## config.mk

```make
export PLATFORM = sky130hd
export DESIGN_NAME = shift_seq_ctrl
export DESIGN_NICKNAME = d
export VERILOG_FILES = /design/src/rtl/shift_seq_ctrl.sv
export SDC_FILE = /design/constraint.sdc
export NUM_CORES = 1
export LEC_CHECK = 0
export BUFFER_PORTS_ARGS = -buffer_cell sky130_fd_sc_hd__buf_2
export CORE_MARGIN = 2
export CORE_UTILIZATION = 41
export DETAILED_ROUTE_END_ITERATION = 12
export SYNTH_ARGS = -nofsm -noshare
export SYNTH_HDL_FRONTEND = slang
export SYNTH_SLANG_ARGS = --single-unit
```

## constraint.sdc

```tcl
create_clock -name clk_i -period 7.89 [get_ports clk_i]
set_clock_uncertainty 0.15 [all_clocks]
set_input_delay 1.9725 -clock clk_i [delete_from_list [all_inputs] [get_ports clk_i]]
set_output_delay 1.9725 -clock clk_i [all_outputs]
set_load 0.01 [all_outputs]
```

## src/rtl/shift_seq_ctrl.sv

```systemverilog
// Multi-cycle shift sequencer for the ALU shift path.
// One request at a time is accepted in IDLE, the operand is shifted by at most
// SHIFT_STEP bits per cycle in SHIFT, and the result is presented in DONE with a
// one-cycle done pulse. Ready/busy/done/err/result are all registered.
module shift_seq_ctrl #(
  parameter int unsigned SHIFT_STEP = 32'd1
) (
  input  logic        clk_i,
  input  logic        rst_i,
  input  logic        start_i,
  input  logic        flush_i,
  input  logic [3:0]  ctrl_i,
  input  logic [31:0] src1_i,
  input  logic [31:0] src2_i,
  input  logic [4:0]  shamt_i,
  output logic        ready_o,
  output logic        busy_o,
  output logic        done_o,
  output logic        err_o,
  output logic [31:0] result_o
);

  localparam logic [3:0] OP_SLL  = 4'd0;
  localparam logic [3:0] OP_SRL  = 4'd1;
  localparam logic [3:0] OP_SRA  = 4'd2;
  localparam logic [3:0] OP_SLLV = 4'd3;
  localparam logic [3:0] OP_SRLV = 4'd4;
  localparam logic [3:0] OP_SRAV = 4'd5;

  // Step size as a 6-bit value so that a step of 32 is representable.
  localparam logic [5:0] STEP_MAX = 6'(SHIFT_STEP);

  typedef enum logic [1:0] {
    ST_IDLE  = 2'd0,
    ST_SHIFT = 2'd1,
    ST_DONE  = 2'd2
  } state_t;

  state_t      r_state;
  state_t      w_next;

  logic [31:0] r_acc;
  logic [4:0]  r_cnt;
  logic [3:0]  r_op;

  logic        w_is_var;
  logic        w_legal;
  logic        w_req;
  logic [4:0]  w_amt;
  logic [4:0]  w_step;
  logic [4:0]  w_cnt_rem;
  logic [31:0] w_acc_sh;

  // Upper rs bits never contribute to the shift amount.
  logic        w_unused_src1;
  assign w_unused_src1 = ^src1_i[31:5];

  // Decode the incoming request: amount source, legality and the effective strobe.
  always_comb begin
    w_is_var = (ctrl_i == OP_SLLV) || (ctrl_i == OP_SRLV) || (ctrl_i == OP_SRAV);
    w_legal  = (ctrl_i <= OP_SRAV);
    if (w_is_var) begin
      w_amt = src1_i[4:0];
    end else begin
      w_amt = shamt_i;
    end
    w_req = start_i && !flush_i;
  end

  // One shift step: min(cnt, SHIFT_STEP) bits in the direction/fill of the latched op.
  always_comb begin
    if ({1'b0, r_cnt} < STEP_MAX) begin
      w_step = r_cnt;
    end else begin
      w_step = STEP_MAX[4:0];
    end
    w_cnt_rem = r_cnt - w_step;
    case (r_op)
      OP_SLL, OP_SLLV: w_acc_sh = r_acc << w_step;
      OP_SRL, OP_SRLV: w_acc_sh = r_acc >> w_step;
      // Arithmetic shift keeps bit 31, so the sign latched from src2 persists.
      OP_SRA, OP_SRAV: w_acc_sh = $signed(r_acc) >>> w_step;
      default:         w_acc_sh = r_acc;
    endcase
  end

  // Next-state logic; flush only matters in SHIFT (and blocks acceptance in IDLE).
  always_comb begin
    w_next = r_state;
    case (r_state)
      ST_IDLE: begin
        if (w_req) begin
          if ((w_amt == 5'd0) || !w_legal) begin
            w_next = ST_DONE;
          end else begin
            w_next = ST_SHIFT;
          end
        end else begin
          w_next = ST_IDLE;
        end
      end
      ST_SHIFT: begin
        if (flush_i) begin
          w_next = ST_IDLE;
        end else if (w_cnt_rem == 5'd0) begin
          w_next = ST_DONE;
        end else begin
          w_next = ST_SHIFT;
        end
      end
      ST_DONE: w_next = ST_IDLE;
      default: w_next = ST_IDLE;
    endcase
  end

  // State register.
  always_ff @(posedge clk_i or posedge rst_i) begin
    if (rst_i) begin
      r_state <= ST_IDLE;
    end else begin
      r_state <= w_next;
    end
  end

  // Working registers: latch the request on accept, then iterate while shifting.
  always_ff @(posedge clk_i or posedge rst_i) begin
    if (rst_i) begin
      r_acc <= 32'd0;
      r_cnt <= 5'd0;
      r_op  <= 4'd0;
    end else begin
      case (r_state)
        ST_IDLE: begin
          if (w_req) begin
            r_acc <= src2_i;
            r_cnt <= w_amt;
            r_op  <= ctrl_i;
          end
        end
        ST_SHIFT: begin
          if (!flush_i) begin
            r_acc <= w_acc_sh;
            r_cnt <= w_cnt_rem;
          end
        end
        default: begin
          r_acc <= r_acc;
        end
      endcase
    end
  end

  // Registered outputs; result/err load only on the edge entering DONE.
  always_ff @(posedge clk_i or posedge rst_i) begin
    if (rst_i) begin
      ready_o  <= 1'b1;
      busy_o   <= 1'b0;
      done_o   <= 1'b0;
      err_o    <= 1'b0;
      result_o <= 32'd0;
    end else begin
      ready_o <= (w_next == ST_IDLE);
      busy_o  <= (w_next != ST_IDLE);
      done_o  <= (w_next == ST_DONE) && (r_state != ST_DONE);
      case (r_state)
        ST_IDLE: begin
          // Zero amount or illegal op: the operand passes through unchanged.
          if (w_req && (w_next == ST_DONE)) begin
            result_o <= src2_i;
            err_o    <= !w_legal;
          end
        end
        ST_SHIFT: begin
          if (!flush_i && (w_cnt_rem == 5'd0)) begin
            result_o <= w_acc_sh;
            err_o    <= 1'b0;
          end
        end
        default: begin
          result_o <= result_o;
        end
      endcase
    end
  end

endmodule
```

==> impl_metrics.py <==
metrics = {
    "status": {
        "outcome": "finished clean",
    },
    "clock_network": {
        "cts.sinks": 79,
        "clk_latency_ns": 0.34,
        "clk_pin_slew_ns": 0.06,
        "cts-root-buf": "clkbuf_16",
        "htree_levels": 3,
        "cts_made_buffers": 9,
        "cts_setup_buffers": 0,
        "ctsHoldBuffers": 0,
        "cts_resized": 0,
        "cts_tree": "done",
        "clockBufferDepth": 2,
    },
    "min_path": {
        "hold_class": "flip-flop to flip-flop",
    },
    "synthesis": {
        "yosysMostFrequentCell": "dfrtp_1",
        "synth-main-ff-cell": "dfrtp_1",
        "synth_common_cells": "78 x dfrtp_1, 43 x nand2_1, 41 x nor2_1",
        "seq_area_frac_synth": 0.3767,
        "yosysWarnings": 0,
        "netlist_area_um2": 5251,
        "ys_ff_latch": 79,
        "async_flop_share": 1.000,
        "synth_edf_count": 0,
        "synth_cells": 518,
        "syn_area_per_cell_um2": 10.14,
        "netlist.area_leader.share": 0.3717,
        "synth_cell_types": 61,
        "synth_area_leader_cell": "dfrtp_1",
        "synth_fp_nets": 597,
        "yosys-top-cells-area": "dfrtp_1 37%, mux2_4 8.6%, mux2_2 6.4%",
    },
    "sta": {
        "final-hold-violation-count": 0,
        "max_freq_mhz": 247.1,
        "finalCritPeriodShare": 0.5130,
        "rsz0062_at_grt": "false",
        "setup_viol": 0,
        "fin_crit_ns": 4.048,
        "max_slew_margin": 0.2561,
        "final_max_slew_viol_count": 0,
        "fin_setup_tns_ns": 0,
        "worst_slew_pin_slew_ns": 1.111,
    },
    "placed_design": {
        "place_hpwl_um": 8197,
        "post_dp_cell_area_um2": 5739,
        "portBuffers": 85,
        "globalplace.congestion": 0.7989,
        "numPlacedInstances": 737,
    },
    "layout": {
        "antenna_cells": 0,
        "drive_gt1_frac": 0.3172,
        "syn2layout_area_growth_pct": 14.63,
        "fin_area_um2": 6020,
        "final_cells": 752,
        "nNetsFinal": 655,
        "nFillCells": 1189,
    },
    "global_route": {
        "grt.overflow.total": 0,
        "antenna_found_initial": 0,
        "first_global_vias": 3999,
        "track_usage": 0.1934,
        "grt_start_max_net_pins": 80,
        "grt_pass1_wl_um": 20850,
    },
    "route": {
        "vias": 4325,
        "firstDrtPassIters": 5,
        "routed_wl_um": 13010,
        "route.detailed.drc": 0,
        "vias_per_cell": 5.751,
        "wl_per_cell_um": 17.29,
        "first_iter_violations": 357,
        "final_antenna_net_count": 0,
    },
    "worst_setup_path": {
        "start_kind": "input port",
        "cp_top_family": "simple AND/OR/NAND/NOR gates",
        "crit-reg2reg-launch": "r_cnt[4]",
        "ff2ff_path_depth": 9,
        "crit_start": "flush_i",
        "cpMaxStageDelayCell": "or2_2",
        "critPathBufInv": 3,
        "crit_path_end": "r_acc[24]",
        "cp_max_fo": 37,
        "end_kind": "flip-flop",
        "regToRegSetupSlack_ns": 4.55,
        "max_stage_delay_ns": 0.77,
        "r2r_end": "result_o[7]",
        "cp.depth": 6,
        "crit_arrival_ns": 4.12,
        "worstPathRequired_ns": 7.97,
        "critPathKind": "input port to flip-flop",
        "worstPathCellList": "buf_2, nor4b_1, buf_4, or2_2, inv_1, o31a_1",
    },
    "floorplanning": {
        "die_height_um": 117.2,
        "core_area_um2": 12570,
        "core.rowCount": 41,
        "num_io_pins": 113,
        "die_x_um": 117.2,
        "initial_core_util": 0.4178,
        "die-area_um2": 13730,
    },
    "power": {
        "peakVddDrop_v": 0.0001305,
        "power_density_nw_per_um2": 304.4,
        "p_leak_nw": 2.649,
    },
    "flow_run": {
        "maxCapViolations": 0,
    },
}
[how the worst min path moves through the flow]
stage / startpoint / endpoint / slack [ns] / cells past startpoint
6_report: result_o[4] / result_o[4] / 0.35 / 1
4_1_cts: result_o[4] / result_o[4] / 0.35 / 1
3_3_place_gp: err_o / err_o / 0.31 / 1
3_5_place_dp: err_o / err_o / 0.34 / 1
5_1_grt: err_o / err_o / 0.37 / 1
2_1_floorplan: r_acc[31] / r_acc[31] / 0.34 / 2
[final cells by class]
cell class | instances | area, um^2 | share of cell area
multi-input cells | 381 | 3008 | 0.4997
flip-flops and latches | 79 | 1979 | 0.3288
repair buffers | 93 | 485.5 | 0.08065
clock buffers | 11 | 232.7 | 0.03866
well taps | 172 | 215.2 | 0.03575
inverters | 12 | 51.30 | 0.008522
clock inverters | 4 | 47.55 | 0.007899
[kinds of logic after synthesis]
group,count (synthesis),synth area share
xor gates and xnor gates,1,0.001668
AOI/OAI and AO/OA,167,0.2430
muxes,87,0.2016
adders and majority gates,2,0.004765
and+or+nand+nor,124,0.1175
DFF,79,0.3767
buffers and inverters,58,0.05480
[registers in the layout, summed over array words and instances (netlist names)]
| signal | flops |
|---|---|
| r_cnt | 5 |
| r_state | 2 |
| busy_o | 1 |
| err_o | 1 |
| ready_o | 1 |
| r_op | 4 |
| r_acc | 32 |
| done_o | 1 |
| result_o | 32 |
[per-layer routing]
layer,global-route usage,share of wire,up-vias
met1,0.2788,0.48,2115
met4,0.05725,0.013,0
met3,0.03090,0.047,11
met5,0,0,-
met2,0.2996,0.46,125
li1,-,-,2074
[per-stage QoR]
step | power, W | worst slack [ns] | utilization | hold slack [ns]
after detailed placement | 0.001435 | 3.460 | 0.4566 | 0.3352
after global routing | 0.001958 | 3.680 | 0.4789 | 0.3698
after floorplan | 0.001229 | 3.746 | - | 0.3445
after global placement | 0.001414 | 3.457 | 0.4566 | 0.3135
final | 0.001833 | 3.842 | 0.4789 | 0.3489
after CTS | 0.001848 | 3.810 | 0.4789 | 0.3548
[power by group]
part           switching (W)  leakage (nW)  internal, W
Sequential          0.000154         0.938     0.000535
Combinational       0.000369          1.58     0.000371
Clock               0.000162         0.135     0.000242
[placed cells by master (no fill, tap or decap), drive strengths merged, types with 3 or more instances in the layout]
master   instances
inv             11
mux2            60
o311ai           3
dfrtp           78
clkinv           3
nor3b            4
clkbuf          11
a211oi          27
o31a             3
a221oi           3
a22o            25
nand2b           4
a31oi            4
o21ai           21
o31ai           30
buf             93
nor2            41
nand2           43
a22oi            3
nor3             5
a21o             4
nor2b            9
a21oi            9
mux2i           27
o2bb2ai         24
No activity file was read; power rests on OpenSTA's default activity.
